==> config.mk <==
export PLATFORM = sky130hd
export DESIGN_NAME = pe_array_ctrl_flat
export DESIGN_NICKNAME = d
export VERILOG_FILES = /design/src/rtl/pe_array_ctrl_pkg.sv /design/src/rtl/pe_array_ctrl_if.sv /design/src/rtl/pe_array_ctrl.sv /design/src/flat_wrapper.sv
export SDC_FILE = /design/constraint.sdc
export NUM_CORES = 1
export LEC_CHECK = 0
export ABC_AREA = 1
export BUFFER_PORTS_ARGS = -buffer_cell sky130_fd_sc_hd__buf_2
export CAP_MARGIN = 20
export CORE_ASPECT_RATIO = 0.75
export CORE_MARGIN = 4
export CORE_UTILIZATION = 60
export DETAILED_ROUTE_END_ITERATION = 8
export PLACE_DENSITY = 0.92
export SYNTH_ARGS = -nofsm -noshare
export SYNTH_HDL_FRONTEND = slang
export SYNTH_SLANG_ARGS = --single-unit
==> constraint.sdc <==
create_clock -name clk -period 3.9 [get_ports clk]
set_input_delay 0.39 -clock clk [delete_from_list [all_inputs] [get_ports clk]]
set_output_delay 0.39 -clock clk [all_outputs]
set_load 0.03 [all_outputs]
==> src/rtl/pe_array_ctrl_pkg.sv <==
// Shared types and default sizing for the PE array tile-pass sequencer.
package pe_ctrl_pkg;

  localparam int NUM_DEF     = 4;
  localparam int ADDR_W_DEF  = 8;
  localparam int LEN_W_DEF   = 8;
  localparam int TIMEOUT_DEF = 1024;

  typedef enum logic [2:0] {
    S_IDLE,
    S_PRELOAD,
    S_COMPUTE,
    S_WAIT,
    S_DRAIN
  } pe_ctrl_state_t;

  function automatic int maxOf(input int a, input int b);
    return (a > b) ? a : b;
  endfunction

endpackage

==> src/rtl/pe_array_ctrl_if.sv <==
// Command, buffer-port and PE-array control signals of the tile-pass sequencer.
interface pe_array_ctrl_if
  import pe_ctrl_pkg::*;
#(
  parameter int ADDR_W = ADDR_W_DEF,
  parameter int LEN_W  = LEN_W_DEF
);

  logic              start_valid;
  logic              start_ready;
  logic [ADDR_W-1:0] cfg_w_base;
  logic [ADDR_W-1:0] cfg_i_base;
  logic [ADDR_W-1:0] cfg_o_base;
  logic [LEN_W-1:0]  cfg_len;
  logic              wbuf_rd_en;
  logic [ADDR_W-1:0] wbuf_rd_addr;
  logic              ibuf_rd_en;
  logic [ADDR_W-1:0] ibuf_rd_addr;
  logic              p_en;
  logic              c_en;
  logic              compute_finished;
  logic              obuf_wr_en;
  logic [ADDR_W-1:0] obuf_wr_addr;
  logic              busy;
  logic              done;
  logic              err;

  // Host / PE-array side.
  modport master (
    output start_valid, cfg_w_base, cfg_i_base, cfg_o_base, cfg_len, compute_finished,
    input  start_ready, wbuf_rd_en, wbuf_rd_addr, ibuf_rd_en, ibuf_rd_addr,
           p_en, c_en, obuf_wr_en, obuf_wr_addr, busy, done, err
  );

  // Sequencer side.
  modport slave (
    input  start_valid, cfg_w_base, cfg_i_base, cfg_o_base, cfg_len, compute_finished,
    output start_ready, wbuf_rd_en, wbuf_rd_addr, ibuf_rd_en, ibuf_rd_addr,
           p_en, c_en, obuf_wr_en, obuf_wr_addr, busy, done, err
  );

endinterface

==> src/rtl/pe_array_ctrl.sv <==
// Tile-pass sequencer: preload weights, stream inputs, wait for the array, drain results.
module pe_array_ctrl
  import pe_ctrl_pkg::*;
#(
  parameter int NUM     = NUM_DEF,
  parameter int ADDR_W  = ADDR_W_DEF,
  parameter int LEN_W   = LEN_W_DEF,
  parameter int TIMEOUT = TIMEOUT_DEF
) (
  input logic          clk,
  input logic          reset,
  pe_array_ctrl_if.slave bus
);

  localparam int CNT_W = maxOf($clog2(NUM), LEN_W);
  localparam int TO_W  = maxOf($clog2(TIMEOUT + 1), 1);

  pe_ctrl_state_t    r_state;
  logic [CNT_W-1:0]  r_cnt;
  logic [TO_W-1:0]   r_tcnt;
  logic [LEN_W-1:0]  r_len;
  logic [ADDR_W-1:0] r_wbufRdAddr;
  logic [ADDR_W-1:0] r_ibufRdAddr;
  logic [ADDR_W-1:0] r_obufWrAddr;
  logic              r_wbufRdEn;
  logic              r_ibufRdEn;
  logic              r_pEn;
  logic              r_cEn;
  logic              r_done;
  logic              r_err;

  logic [CNT_W:0]    w_cntNext;
  logic              w_rowLast;
  logic              w_computeLast;
  logic              w_timeoutLast;
  logic              w_cfHit;

  assign w_cntNext     = {1'b0, r_cnt} + (CNT_W + 1)'(1);
  assign w_rowLast     = (w_cntNext == (CNT_W + 1)'(NUM));
  assign w_computeLast = (w_cntNext == (CNT_W + 1)'(r_len));
  assign w_timeoutLast = (r_tcnt == TO_W'(TIMEOUT - 1));
  assign w_cfHit       = (r_state == S_WAIT) && bus.compute_finished;

  // Row 0 is written in the same cycle the array reports completion, so the
  // write strobe and the falling edge of c_en are combinational on that input.
  assign bus.start_ready  = (r_state == S_IDLE);
  assign bus.busy         = (r_state != S_IDLE);
  assign bus.wbuf_rd_en   = r_wbufRdEn;
  assign bus.wbuf_rd_addr = r_wbufRdAddr;
  assign bus.ibuf_rd_en   = r_ibufRdEn;
  assign bus.ibuf_rd_addr = r_ibufRdAddr;
  assign bus.p_en         = r_pEn;
  assign bus.c_en         = r_cEn && !w_cfHit;
  assign bus.obuf_wr_en   = w_cfHit || (r_state == S_DRAIN);
  assign bus.obuf_wr_addr = r_obufWrAddr;
  assign bus.done         = r_done;
  assign bus.err          = r_err;

  always_ff @(posedge clk) begin
    if (reset) begin
      r_state      <= S_IDLE;
      r_cnt        <= '0;
      r_tcnt       <= '0;
      r_len        <= '0;
      r_wbufRdAddr <= '0;
      r_ibufRdAddr <= '0;
      r_obufWrAddr <= '0;
      r_wbufRdEn   <= 1'b0;
      r_ibufRdEn   <= 1'b0;
      r_pEn        <= 1'b0;
      r_cEn        <= 1'b0;
      r_done       <= 1'b0;
      r_err        <= 1'b0;
    end else begin
      r_done <= 1'b0;
      r_err  <= 1'b0;
      r_pEn  <= r_wbufRdEn;
      case (r_state)
        S_IDLE: begin
          if (bus.start_valid) begin
            r_wbufRdAddr <= bus.cfg_w_base;
            r_ibufRdAddr <= bus.cfg_i_base;
            r_obufWrAddr <= bus.cfg_o_base;
            r_len        <= bus.cfg_len;
            r_cnt        <= '0;
            // An empty stream is acknowledged with an error and never leaves IDLE.
            if (bus.cfg_len == '0) begin
              r_done <= 1'b1;
              r_err  <= 1'b1;
            end else begin
              r_state    <= S_PRELOAD;
              r_wbufRdEn <= 1'b1;
            end
          end
        end
        S_PRELOAD: begin
          if (w_rowLast) begin
            r_state    <= S_COMPUTE;
            r_wbufRdEn <= 1'b0;
            r_ibufRdEn <= 1'b1;
            r_cnt      <= '0;
          end else begin
            r_cnt        <= w_cntNext[CNT_W-1:0];
            r_wbufRdAddr <= r_wbufRdAddr + ADDR_W'(1);
          end
        end
        S_COMPUTE: begin
          r_cEn <= 1'b1;
          if (w_computeLast) begin
            r_state    <= S_WAIT;
            r_ibufRdEn <= 1'b0;
            r_tcnt     <= '0;
          end else begin
            r_cnt        <= w_cntNext[CNT_W-1:0];
            r_ibufRdAddr <= r_ibufRdAddr + ADDR_W'(1);
          end
        end
        S_WAIT: begin
          if (bus.compute_finished) begin
            r_cEn        <= 1'b0;
            r_obufWrAddr <= r_obufWrAddr + ADDR_W'(1);
            if (NUM == 1) begin
              r_state <= S_IDLE;
              r_done  <= 1'b1;
            end else begin
              r_state <= S_DRAIN;
              r_cnt   <= CNT_W'(1);
            end
          end else if (w_timeoutLast) begin
            r_state <= S_IDLE;
            r_cEn   <= 1'b0;
            r_done  <= 1'b1;
            r_err   <= 1'b1;
          end else begin
            r_tcnt <= r_tcnt + TO_W'(1);
          end
        end
        S_DRAIN: begin
          r_obufWrAddr <= r_obufWrAddr + ADDR_W'(1);
          if (w_rowLast) begin
            r_state <= S_IDLE;
            r_done  <= 1'b1;
          end else begin
            r_cnt <= w_cntNext[CNT_W-1:0];
          end
        end
        default: r_state <= S_IDLE;
      endcase
    end
  end

endmodule

==> src/flat_wrapper.sv <==
// flat-port wrapper written by rule: the top's interface ports become plain ports
module pe_array_ctrl_flat import pe_ctrl_pkg::*;
#(
  parameter int NUM     = NUM_DEF,
  parameter int ADDR_W  = ADDR_W_DEF,
  parameter int LEN_W   = LEN_W_DEF,
  parameter int TIMEOUT = TIMEOUT_DEF
)
  (clk, reset, bus_start_valid, bus_cfg_w_base, bus_cfg_i_base, bus_cfg_o_base, bus_cfg_len, bus_compute_finished, bus_start_ready, bus_wbuf_rd_en, bus_wbuf_rd_addr, bus_ibuf_rd_en, bus_ibuf_rd_addr, bus_p_en, bus_c_en, bus_obuf_wr_en, bus_obuf_wr_addr, bus_busy, bus_done, bus_err);
  pe_array_ctrl_if #(.ADDR_W(ADDR_W), .LEN_W(LEN_W)) bus_i ();
  input logic clk;
  input logic reset;
  input wire logic [$bits(bus_i.start_valid)-1:0] bus_start_valid;
  input wire logic [$bits(bus_i.cfg_w_base)-1:0] bus_cfg_w_base;
  input wire logic [$bits(bus_i.cfg_i_base)-1:0] bus_cfg_i_base;
  input wire logic [$bits(bus_i.cfg_o_base)-1:0] bus_cfg_o_base;
  input wire logic [$bits(bus_i.cfg_len)-1:0] bus_cfg_len;
  input wire logic [$bits(bus_i.compute_finished)-1:0] bus_compute_finished;
  output wire logic [$bits(bus_i.start_ready)-1:0] bus_start_ready;
  output wire logic [$bits(bus_i.wbuf_rd_en)-1:0] bus_wbuf_rd_en;
  output wire logic [$bits(bus_i.wbuf_rd_addr)-1:0] bus_wbuf_rd_addr;
  output wire logic [$bits(bus_i.ibuf_rd_en)-1:0] bus_ibuf_rd_en;
  output wire logic [$bits(bus_i.ibuf_rd_addr)-1:0] bus_ibuf_rd_addr;
  output wire logic [$bits(bus_i.p_en)-1:0] bus_p_en;
  output wire logic [$bits(bus_i.c_en)-1:0] bus_c_en;
  output wire logic [$bits(bus_i.obuf_wr_en)-1:0] bus_obuf_wr_en;
  output wire logic [$bits(bus_i.obuf_wr_addr)-1:0] bus_obuf_wr_addr;
  output wire logic [$bits(bus_i.busy)-1:0] bus_busy;
  output wire logic [$bits(bus_i.done)-1:0] bus_done;
  output wire logic [$bits(bus_i.err)-1:0] bus_err;
  assign bus_i.start_valid = bus_start_valid;
  assign bus_i.cfg_w_base = bus_cfg_w_base;
  assign bus_i.cfg_i_base = bus_cfg_i_base;
  assign bus_i.cfg_o_base = bus_cfg_o_base;
  assign bus_i.cfg_len = bus_cfg_len;
  assign bus_i.compute_finished = bus_compute_finished;
  assign bus_start_ready = bus_i.start_ready;
  assign bus_wbuf_rd_en = bus_i.wbuf_rd_en;
  assign bus_wbuf_rd_addr = bus_i.wbuf_rd_addr;
  assign bus_ibuf_rd_en = bus_i.ibuf_rd_en;
  assign bus_ibuf_rd_addr = bus_i.ibuf_rd_addr;
  assign bus_p_en = bus_i.p_en;
  assign bus_c_en = bus_i.c_en;
  assign bus_obuf_wr_en = bus_i.obuf_wr_en;
  assign bus_obuf_wr_addr = bus_i.obuf_wr_addr;
  assign bus_busy = bus_i.busy;
  assign bus_done = bus_i.done;
  assign bus_err = bus_i.err;
  pe_array_ctrl #(.NUM(NUM), .ADDR_W(ADDR_W), .LEN_W(LEN_W), .TIMEOUT(TIMEOUT)) u_core (.clk(clk), .reset(reset), .bus(bus_i));
endmodule
* Word level (Yosys, flattened, before mapping)
Index checks and enable logic that the tools add are counted.
** Operators by class
- Reductions and logical operators :: 23
- Multiply operators :: 0
- Add/subtract/negate cells :: 5
- Multiplexer cells :: 44
- Order comparisons :: 0
- Shift-type cells :: 0
- Equal/unequal tests :: 19
- Divide/modulo/power cells :: 0
- Bitwise operators :: 0
** Operator list (count)
- two-way mux 8 bit :: 11
- one-hot mux 8 bit (5 select lines) :: 1
- two-way mux 11 bit :: 3
- one-hot mux 8 bit (2 select lines) :: 2
- adder 8 x 1 -> 8 bit, second input constant :: 3
- one-hot mux 8 bit (3 select lines) :: 1
- one-hot mux 11 bit (2 select lines) :: 1
- two-way mux 3 bit :: 7
- != test 2 bit, second input constant :: 8
- one-hot mux 3 bit (5 select lines) :: 1
- two-way mux 1 bit :: 12
- AND reduction 3 bit :: 4
- adder 11 x 1 -> 11 bit, second input constant :: 1
- == test 11 x 10 -> 1 bit, second input constant :: 1
- adder 8 x 1 -> 9 bit, second input constant :: 1
- == test 9 x 3 -> 1 bit, second input constant :: 1
- == test 9 x 8 -> 1 bit :: 1
- logical NOT 8 bit :: 1
- one-hot mux 1 bit (2 select lines) :: 4
- AND reduction 4 bit :: 2
- nonzero test 2 bit :: 4
- == test 3 x 2 -> 1 bit, second input constant :: 2
- != test 2 x 1 -> 1 bit, second input constant :: 3
- AND reduction 6 bit :: 1
- 12 further kinds :: 15
** Word-level totals
- Register bits after elaboration :: 60
- Bits in writable memories :: 0
- Memories kept :: 0
- Latch bits :: 0
- Memory bits (read-only) :: 0

* Logic depth before layout (Yosys ltp)
Gate-level depths: netlist of run 1.
- Word-level depth :: 4
- Mapped depth :: 15
- Gate-level depth less buffers :: 15

* Worst setup path after synthesis of run 1
Ideal clock, no wire load.
- Kind :: reg-to-reg
- From :: reg u_core.r_cnt[0]
- To :: reg u_core.r_tcnt[9]
- Cell stages (with the launch flop) :: 14
- Buffers on the path :: 1
- Library setup time :: 0.115 ns
- Slack :: 2.018 ns
- Required time :: 3.785 ns
- Data arrival time :: 1.767 ns
- Cell sequence :: dfxtp_1 -> ha_1 -> nand2_2 -> inv_1 -> nand4_1 -> nand2_1 -> nor2_1 -> nor2_1 -> nand3_1 -> nand2_2 -> nand2_2 -> buf_6 -> o21ai_1 -> nor2_1
** On the way
- Word-level cells in the longest chain between the ends :: 4
** RTL lines
- start, declared :: line pe_array_ctrl.sv:19 : logic [CNT_W-1:0] r_cnt;
- start signal, assigned :: line pe_array_ctrl.sv:103 : r_cnt <= w_cntNext[CNT_W-1:0];
- start signal, assigned :: line pe_array_ctrl.sv:114 : r_cnt <= w_cntNext[CNT_W-1:0];
- start signal, assigned :: line pe_array_ctrl.sv:144 : r_cnt <= w_cntNext[CNT_W-1:0];
- adder 8 x 1 -> 9 bit :: line pe_array_ctrl.sv:38 : assign w_cntNext = {1'b0, r_cnt} + (CNT_W + 1)'(1);
- == test 9 x 8 -> 1 bit :: line pe_array_ctrl.sv:40 : assign w_computeLast = (w_cntNext == (CNT_W + 1)'(r_len));
- != test 2 x 1 -> 1 bit (no source line)
- AND reduction 4 bit (no source line)
- end signal, assigned :: line pe_array_ctrl.sv:135 : r_tcnt <= r_tcnt + TO_W'(1);
- end, declared :: line pe_array_ctrl.sv:20 : logic [TO_W-1:0] r_tcnt;
Every way passes these cells.
A chain may end at the register's enable or synchronous reset.

* Final worst setup path of run 1
- From :: reg u_core.r_tcnt[0]
- To :: reg u_core.r_tcnt[10]
** On the way
- Word-level cells in the longest chain between the ends :: 4
- Elaborated cells on any way between the ends :: 7
- Those cells by class :: add/sub: 1; eq/ne: 2; mux: 3; reduce/logical: 1
** RTL lines
- adder 11 x 1 -> 11 bit :: line pe_array_ctrl.sv:135
- two-way mux 11 bit :: line pe_array_ctrl.sv:129 : end else if (w_timeoutLast) begin
- two-way mux 11 bit :: line pe_array_ctrl.sv:119 : if (bus.compute_finished) begin
- one-hot mux 11 bit (2 select lines) :: line pe_array_ctrl.sv:78 : case (r_state)
Several ways; a longest one is shown, not always the timed one. The select of a mux whose other input is x is not followed.

==> qor.yml, run 1 <==
drv_slew: 0
worstSetupStartpointType: "register"
root_buffer: "clkbuf_8"
yosysTopAreaCellShare_pct: 32.9
status: "completed"
fmax_mhz: 401
cts_resized: 0
synth-simple-area-share_pct: 35.9
rsz0062_at_grt: "no"
synth_cell_type_count: 38
numCtsBuffers: 9
r2r_cells: 11
crit_path_end: "u_core.r_tcnt[10]"
synth_compound_area_share_pct: 17.6
first_iter_violations: 335
synthAdderAreaFrac_pct: 2.06
synth_top_area_cell: "dfxtp_1"
switching_power_w: 0.00145
power.leakage_nw: 1.90
synth_common_cells: "nand2_1, dfxtp_1, nand3_1"
synth_seq_cells: 60
synth_xor_area_share_pct: 2.40
synth_area_um2: 3650
avgSynthCellArea_um2: 6.53
clk_latency_ps: 350
wl_per_cell_um: 13.4
period_needed_ps: 2490
startpoint: "u_core.r_tcnt[0]"
r2r_start: "u_core.r_tcnt[0]"
place_congestion: 0.923
grt_max_degree: 33
die_x_um: 98.0
ys_async_sr_fraction_pct: 0
cp-end-kind: "register"
cts_sinks: 60
ir_drop_mv: 0.421
synth_cells: 558
slew_headroom_pct: 43.4
syn2layout_area_growth_pct: 14.9
hold_viol: 0
drive_gt1_share_pct: 19.8
finalPower_w: 0.00298
required_ps: 4110
grt_pass1_wl_um: 16300
pwr-share-comb_pct: 48.6
cts_tree: "built"
gr-usage-all-layers_pct: 27.0
reg2reg_to: "u_core.r_tcnt[10]"
finalSetupViolations: 0
vias_per_cell: 5.57
synth_warnings: 0
synth_nets: 600
layout.nets: 662
drt_pass1_iterations: 5
path_clk_slew_ps: 70
dp_hpwl_um: 6910
grt_pass1_vias: 3658
cts-hold-fix-buffers: 0
antenna_found_initial: 0
p_per_area_nw_per_um2: 712
path_class: "reg -> reg"
die_h_um: 75.5
vias: 3913
num_rows: 24
ant_nets: 0
synthMuxAreaShare_pct: 0
synth_top_family_by_area: "simple AND/OR/NAND/NOR gates"
drt_wl_total_um: 9400
cts_setup_buffers: 0
cp.arrival_ps: 2700
fin_skew_ps: 5.62
design.core.area_um2: 5860
power_frac_clock_pct: 19.4
clk_path_buf_depth: 2
crit_path_max_fanout: 12
maxCapViolCount: 0
drc: 0
p_int_w: 0.00154
h-tree-depth: 3
worst_pin_slew_ps: 846
n_antenna_cell: 0
period_share_pct: 63.9
r2r_slack_ps: 1410
yosysSeqAreaShare_pct: 32.9
die-area_um2: 7400
tns_ps: 0
synth_edf_count: 0
overflow: 0
yosys-top-cells-area: "dfxtp_1, nand2_1, nand3_1"
synth.most_common_cell: "nand2_1"
ios: 69
synthFlopType: "dfxtp_1"
seq_power_share_pct: 32.0
start_util_pct: 62.3
hold_class: "in -> reg"
io_buffers: 68
p_sw_share_pct: 48.5
-- sequential cells by signal (all words and copies together) (netlist names) --
signal and count:
u_core.r_cEn 1, u_core.bus.obuf_wr_addr 8, u_core.bus.err 1, u_core.r_tcnt 11, u_core.bus.wbuf_rd_addr 8, u_core.bus.ibuf_rd_en 1, u_core.r_len 8, u_core.bus.wbuf_rd_en 1
u_core.r_state 3, u_core.bus.done 1, u_core.bus.p_en 1, u_core.bus.ibuf_rd_addr 8, u_core.r_cnt 8
-- layer usage --
metal / up-vias / global-route usage [%] / part of all wire (%)
met5: - / 0 / 0
met4: 0 / 7.99 / 1.1
met3: 15 / 8.87 / 8.8
met2: 161 / 46.6 / 46
met1: 1773 / 32.7 / 45
li1: 1964 / - / -
-- cell families (layout without fill, tap and decap cells) --
group | after synthesis | count (layout)
AO/OA/AOI/OAI | 116 | 116
buffers and inverters | 80 | 147
flip-flops | 60 | 60
XOR/XNOR | 10 | 10
AND/OR/NAND/NOR | 286 | 286
adder cells (fa/ha/maj) | 6 | 6
-- critical path: stages (launching register included) --
cell and delay [ps]:
dfxtp_1 350, ha_1 230, nand2_1 100, nor2_2 50, nand4_1 120, nor2_1 90, nand2_1 100, nand2_1 60
a21oi_1 640, nand2_2 310, o21ai_0 220, nor2_1 70
-- power groups by stage --
stage	clock, W	combinational, W	sequential [W]
2_1_floorplan	0	0.000925	0.00114
3_3_place_gp	0	0.00140	0.000951
3_5_place_dp	0	0.00144	0.000963
4_1_cts	0.000586	0.00145	0.000952
5_1_grt	0.000619	0.00161	0.000981
6_report	0.000578	0.00145	0.000955
-- placed cells by master (no fill, tap or decap), types with 3 or more instances in the layout --
cell type,instances
xor2_1,5
nand4_1,12
clkinv_2,4
or2_2,5
nor2_4,3
o21ai_1,5
buf_2,68
inv_1,51
a21oi_1,48
a31oi_1,10
o21ai_0,41
clkbuf_8,11
nand2_1,130
inv_2,10
nand3_1,58
nand2_2,9
xnor2_1,5
ha_1,6
nor2_2,6
dfxtp_1,60
nor2_1,56
-- layout make-up --
type                            count  area, um^2
Inverter                           63         236
Clock buffer                       11         151
Fill cell                         500        1670
Multi-Input combinational cell    418        2110
Sequential cell                    60        1200
Tap cell                           78        97.6
Timing Repair Buffer               68         340
Clock inverter                      5        50.0
-- worst min-delay path by stage --
stage                                from              end  slack, ps  depth (start not counted)
finish                     bus_cfg_len[0]  u_core.r_len[0]        290                          3
global route               bus_cfg_len[0]  u_core.r_len[0]        290                          3
detailed placement  u_core.bus.wbuf_rd_en  u_core.bus.p_en        440                          2
global placement    u_core.bus.wbuf_rd_en  u_core.bus.p_en        440                          2
CTS                        bus_cfg_len[0]  u_core.r_len[0]        280                          3
floorplan                    u_core.r_cEn     u_core.r_cEn        440                          2
-- through the flow --
stage / area [um^2] / setup WS (ps) / std cells / hold WS [ps] / utilization [%]
floorplan: 3650 / 2020 / 558 / 439 / -
global placement: 3990 / 1610 / 687 / 437 / 68.1
detailed placement: 3990 / 1500 / 687 / 437 / 68.1
CTS: 4190 / 1460 / 703 / 281 / 71.6
global route: 4190 / 1210 / 703 / 291 / 71.6
finish: 4190 / 1410 / 703 / 293 / 71.6
Note: power is estimated with default switching activity, not from simulation.
==> inputs of run 2 (changes only) <==
ABC_AREA = 0   (was 1)
CORE_UTILIZATION = 50   (was 60)
PLACE_DENSITY = 0.83   (was 0.92)
clock period = 2.05 ns   (was 3.9 ns; I/O delays follow)
==> qor.yml, run 2 <==
status: "finished, violations left"  # was completed
failed_checks: "negative setup slack"
largest-register: "u_core.r_tcnt"  # unchanged
synth_seq_cells: 60  # unchanged
cts_tree: "built"  # unchanged
clk_latency_ps: 350  # about the same
critPathBufInv: 1  # was 0
layout.nets: 643  # was 662
design.core.area_um2: 6930  # was 5860 um^2
start_util_pct: 52.5  # was 62.3%
ir_drop_mv: 0.361  # was 0.421 mV
seq_power_share_pct: 45.4  # was 32.0%
synth_area_um2: 3630  # was 3650 um^2
drt_wl_total_um: 11400  # was 9400 um
h-tree-depth: 3  # unchanged
ys_async_sr_fraction_pct: 0  # unchanged
period_share_pct: 118  # was 63.9%
wl_per_cell_um: 16.2  # was 13.4 um
grt_max_degree: 67  # was 33
num_rows: 26  # was 24
overflow: 0  # unchanged
antenna_found_initial: 0  # unchanged
synthFlopType: "dfxtp_1"  # unchanged
r2r_cells: 9  # was 11
worstSetupStartpointType: "register"  # unchanged
dp_hpwl_um: 7460  # was 6910 um
hold_class: "in -> reg"  # unchanged
hold_ws_ps: 108  # was 293 ps
first_iter_violations: 462  # was 335
path_clk_slew_ps: 70  # about the same
vias_per_cell: 6.00  # was 5.57
yosysSeqAreaShare_pct: 33.0  # was 32.9%
synth_nets: 524  # was 600
synth.most_common_cell: "nand2_1"  # unchanged
drv_slew: 0  # unchanged
synth_cells: 482  # was 558
n_antenna_cell: 0  # unchanged
p_sw_share_pct: 32.2  # was 48.5%
tns_ps: -9200  # was 0 ps
p_per_area_nw_per_um2: 571  # was 712 nW/um^2
clk_path_buf_depth: 2  # unchanged
synth_cell_type_count: 66  # was 38
p_int_w: 0.00191  # was 0.00154 W
rsz0062_at_grt: "yes"  # was no
die_x_um: 106  # was 98.0 um
cp.arrival_ps: 2640  # was 2700 ps
cp_top_family: "simple AND/OR/NAND/NOR gates"  # unchanged
synth_edf_count: 0  # unchanged
grt_pass1_vias: 3808  # was 3658
hold_viol: 0  # unchanged
synth_warnings: 0  # unchanged
switching_power_w: 0.000906  # was 0.00145 W
yosysTopAreaCellShare_pct: 33.0  # was 32.9%
root_buffer: "clkbuf_8"  # unchanged
fmax_mhz: 415  # was 401 MHz
vias: 4222  # was 3913
ios: 69  # unchanged
synth_top_area_cell: "dfxtp_1"  # unchanged
max_stage_delay_ps: 610  # was 640 ps
finalSetupViolations: 39  # was 0
slew_headroom_pct: 66.8  # was 43.4%
drive_gt1_share_pct: 34.2  # was 19.8%
grt_pass1_wl_um: 17700  # was 16300 um
ant_nets: 0  # unchanged
hold_depth: 3  # unchanged
worstPathCellList: "ha_4 -> nor3b_2 -> a211oi_1 -> o32a_1 -> or4_4 -> o21ai_4 -> buf_6 -> or4_1 -> a21oi_1"  # was ha_1 -> nand2_1 -> nor2_2 -> nand4_1 -> nor2_1 -> nand2_1 -> nand2_1 -> a21oi_1 -> nand2_2 -> o21ai_0 -> nor2_1
crit_path_max_fanout: 8  # was 12
die_h_um: 81.8  # was 75.5 um
io_buffers: 68  # unchanged
power.leakage_nw: 2.04  # was 1.90 nW
largest_reg_flops: 11  # unchanged
numCtsBuffers: 9  # unchanged
pwr-share-comb_pct: 22.0  # was 48.6%
power_frac_clock_pct: 32.5  # was 19.4%
path_class: "reg -> reg"  # unchanged
cp_num_cells: 9  # was 11
fin_skew_ps: 8.51  # was 5.62 ps
yosys-top-cells-area: "dfxtp_1, nand2_1, a21oi_1"  # was dfxtp_1, nand2_1, nand3_1
drc: 0  # unchanged
final_cell_mix: "buf_2, nand2_1, buf_4, dfxtp_1, nor2_1"  # was nand2_1, buf_2, dfxtp_1, nand3_1, nor2_1
period_needed_ps: 2410  # was 2490 ps
place_congestion: 0.852  # was 0.923
die-area_um2: 8710  # was 7400 um^2
cp-end-kind: "register"  # unchanged
mostFrequentLayoutCell: "buf_2"  # was nand2_1
syn2layout_area_growth_pct: 35.6  # was 14.9%
required_ps: 2270  # was 4110 ps
drt_pass1_iterations: 5  # unchanged
layout_setup_ws_ps: -362  # was 1410 ps
cts_sinks: 60  # unchanged
crit_slowest_cell: "or4_4"  # was a21oi_1
synth_common_cells: "nand2_1, dfxtp_1, a21oi_1"  # was nand2_1, dfxtp_1, nand3_1
avgSynthCellArea_um2: 7.54  # was 6.53 um^2
maxCapViolCount: 0  # unchanged
worst_pin_slew_ps: 497  # was 846 ps
gr-usage-all-layers_pct: 24.8  # was 27.0%
==> run 2: changes by cell type after synthesis, moves of 14 or more <==
cell,change
nand2b_1,+17
inv_1,-37
nand3_1,-35
nand2_1,-65
nor2_1,-16
o21ai_0,-14
==> run 2: final timing paths <==
kind	to	slack, ps	start
setup reg to reg	u_core.r_cnt[6]	-360	u_core.r_cnt[1]
hold / removal	u_core.r_len[1]	110	bus_cfg_len[1]
hold reg to reg	u_core.r_len[7]	470	u_core.r_len[7]
setup / recovery	u_core.r_cnt[6]	-360	u_core.r_cnt[1]
==> run 2: power by group through the flow <==
stage | clock [W] | combinational, W | sequential (W)
after global placement | 0 | 0.000513 | 0.00130
after detailed placement | 0 | 0.000532 | 0.00130
after global routing | 0.000981 | 0.000671 | 0.00129
after CTS | 0.000931 | 0.000566 | 0.00128
final | 0.000916 | 0.000620 | 0.00128
after floorplan | 0 | 0.000285 | 0.00136
==> run 2: through the flow <==
stage / worst slack (ps) / cell area [um^2] / util (%) / power (W) / cells
CTS: -327 / 4730 / 68.2 / 0.00277 / 696
floorplan: -273 / 3690 / - / 0.00165 / 482
global placement: -402 / 4420 / 63.7 / 0.00181 / 673
global route: -492 / 4930 / 71.1 / 0.00294 / 704
finish: -362 / 4930 / 71.1 / 0.00282 / 704
detailed placement: -520 / 4420 / 63.7 / 0.00183 / 673
==> run 2: logic make-up (layout without fill, tap and decap cells) <==
| family | Yosys count | count (layout) | synth area share [%] |
|---|---|---|---|
| simple gates | 208 | 208 | 28.0 |
| compound gates | 150 | 150 | 28.0 |
| flops | 60 | 60 | 33.0 |
| buf+inv | 47 | 171 | 6.09 |
| xor+xnor | 7 | 7 | 1.69 |
| fa+ha+maj | 6 | 6 | 2.07 |
| mux | 4 | 4 | 1.10 |
==> run 2: repair_timing <==
item | 4_1_cts | 5_1_grt
pin swaps | 12 | 12
hold buffers | 0 | 0
endpoints found under the hold margin | 0 | 0
buffers inserted | 5 | 9
cloned | 2 | 0
endpoints found under the setup margin | 41 | 50
resized for setup | 26 | 35
==> run 2: cell type report <==
cell class	count	area (um^2)
flip-flops and latches	60	1210
multi-input cells	375	2420
repair buffers	140	960
clock buffers	11	131
inverters	15	56.3
well taps	98	123
clock inverters	5	28.8
fillers	511	2000
==> run 2: per-layer routing <==
metal | vias up | part of all wire, % | track usage, %
met3 | 30 | 8.0 | 5.18
met4 | 0 | 1.7 | 8.68
met5 | - | 0 | 0
li1 | 2005 | - | -
met2 | 224 | 47 | 41.6
met1 | 1963 | 43 | 32.2
==> run 2: worst min-delay path: stages <==
cell and delay, ps:
buf_2 100, nand2_1 50, a21oi_1 50
==> inputs of run 3 (changes only) <==
PLACE_DENSITY = default   (was 0.83)
PLACE_DENSITY_LB_ADDON = 0.05   (was default)
==> qor.yml, run 3 (synthesis results as in run 2) <==
worst_pin_slew_ps: 477  # was 497 ps
clk_latency_ps: 350  # about the same
drive_gt1_share_pct: 36.7  # was 34.2%
vias_per_cell: 5.81  # was 6.00
drt_wl_total_um: 11100  # was 11400 um
path_clk_slew_ps: 70  # about the same
io_buffers: 68  # unchanged
drv_slew: 0  # unchanged
wl_per_cell_um: 15.7  # was 16.2 um
layout_setup_ws_ps: -369  # was -362 ps
hold_depth: 3  # unchanged
layout.cells.non_filler: 708  # was 704
ant_nets: 0  # unchanged
num_rows: 26  # unchanged
gr-usage-all-layers_pct: 24.9  # was 24.8%
h-tree-depth: 3  # unchanged
syn2layout_area_growth_pct: 40.7  # was 35.6%
cp-end-kind: "register"  # unchanged
mostFrequentLayoutCell: "buf_2"  # unchanged
drt_pass1_iterations: 4  # was 5
min-delay-start: "bus_cfg_len[3]"  # was bus_cfg_len[1]
r2r_slack_ps: -370  # was -360 ps
grt_pass1_vias: 3742  # was 3808
antenna_found_initial: 0  # unchanged
hold_class: "in -> reg"  # unchanged
drc: 0  # unchanged
cts_sinks: 60  # unchanged
numCtsBuffers: 9  # unchanged
failed_checks: "negative setup slack"  # unchanged
worstSetupStartpointType: "register"  # unchanged
worstHoldEndpoint: "u_core.r_len[3]"  # was u_core.r_len[1]
cts-hold-fix-buffers: 0  # unchanged
fin_skew_ps: 7.65  # was 8.51 ps
fin_util_pct: 73.8  # was 71.1%
maxCapViolCount: 0  # unchanged
hold_viol: 0  # unchanged
cts_tree: "built"  # unchanged
crit_path_max_fanout: 7  # was 8
period_share_pct: 118  # about the same
path_class: "reg -> reg"  # unchanged
clk_path_buf_depth: 2  # unchanged
placed_cell_area_um2: 4430  # was 4420 um^2
first_iter_violations: 289  # was 462
die-area_um2: 8710  # unchanged
period_needed_ps: 2420  # was 2410 ps
die_h_um: 81.8  # unchanged
fin_area_um2: 5110  # was 4930 um^2
root_buffer: "clkbuf_8"  # unchanged
hold_ws_ps: 108  # about the same
reg2reg_to: "u_core.r_cnt[0]"  # was u_core.r_cnt[6]
start_util_pct: 52.5  # unchanged
overflow: 0  # unchanged
grt_pass1_wl_um: 17700  # about the same
dp_hpwl_um: 7220  # was 7460 um
status: "finished, violations left"  # unchanged
largest-register: "u_core.r_tcnt"  # unchanged
slew_headroom_pct: 68.1  # was 66.8%
p_per_area_nw_per_um2: 597  # was 571 nW/um^2
ir_drop_mv: 0.435  # was 0.361 mV
r2r_start: "u_core.r_cnt[1]"  # unchanged
r2r_cells: 9  # unchanged
cp.arrival_ps: 2640  # about the same
rsz0062_at_grt: "yes"  # unchanged
finalSetupViolations: 39  # unchanged
grt_max_degree: 67  # unchanged
dp.cells: 671  # was 673
place_congestion: 0.871  # was 0.852
ios: 69  # unchanged
largest_reg_flops: 11  # unchanged
required_ps: 2270  # about the same
layout.nets: 647  # was 643
vias: 4114  # was 4222
design.core.area_um2: 6930  # unchanged
fillCellCount: 523  # was 511
n_antenna_cell: 0  # unchanged
power.leakage_nw: 2.09  # was 2.04 nW
fmax_mhz: 413  # was 415 MHz
die_x_um: 106  # unchanged
final_cell_mix: "buf_2, nand2_1, buf_4, dfxtp_1, nor2_1"  # unchanged
## run 3: changes by cell type in the layout (fill, tap and decap cells not counted), sizes merged
cell,before,now
clkinv,5,0
clkinvlp,0,4
o21ai,34,35
buf,140,143
bufinv,0,1
## run 3: worst max path at each step
stage | startpoint | endpoint | slack, ps
2_1_floorplan | u_core.r_cnt[0] | u_core.r_cnt[0] | -270
3_3_place_gp | u_core.r_cnt[0] | u_core.bus.ibuf_rd_addr[0] | -410
3_5_place_dp | u_core.r_cnt[1] | u_core.r_cnt[0] | -500
4_1_cts | u_core.r_cnt[0] | u_core.bus.ibuf_rd_addr[0] | -270
5_1_grt | u_core.r_cnt[0] | u_core.r_cnt[0] | -450
6_report | u_core.r_cnt[1] | u_core.r_cnt[0] | -370
## run 3: cell type report
type	count	area [um^2]	share of cell area (%)
Multi-Input combinational cell	376	2500	49.0
Timing Repair Buffer	143	1010	19.7
Clock inverter	5	60.1	1.17
Tap cell	98	123	2.40
Inverter	15	56.3	1.10
Clock buffer	11	151	2.96
Sequential cell	60	1210	23.7
## run 3: metrics by stage
stage	power (W)	TNS (ps)	setup slack, ps
finish	0.00305	-8890	-369
global placement	0.00182	-10290	-413
CTS	0.00302	-5790	-274
detailed placement	0.00183	-12520	-503
floorplan	0.00165	-5120	-273
global route	0.00318	-12130	-451
## run 3: worst max-delay path: stages (launching register included)
cell	delay, ps
dfxtp_2	380
ha_4	190
nor3b_4	180
a211oi_1	70
o32a_1	300
or4_4	480
o21ai_4	290
buf_6	140
mux2i_1	190
a21oi_1	80
## run 3: power by group
group | leakage (nW) | internal, W | switching [W]
logic | 1.50 | 0.000271 | 0.000367
clock network | 0.0938 | 0.000627 | 0.000509
registers | 0.492 | 0.00122 | 0.0000619
## run 3: repair_timing
action,in CTS,in global routing
buffers inserted,9,10
gates resized for setup,45,32
pin swaps,15,15
cloned,3,0
setup endpoints to repair,38,42
## run 3: per-layer routing
metal  vias to the layer above  wire, um  GRT usage (%)
met1                      1948      5130           34.1
li1                       2014         -              -
met5                         -         0              0
met4                         0       117           7.66
met2                       138      5150           39.4
met3                        14       717           5.97
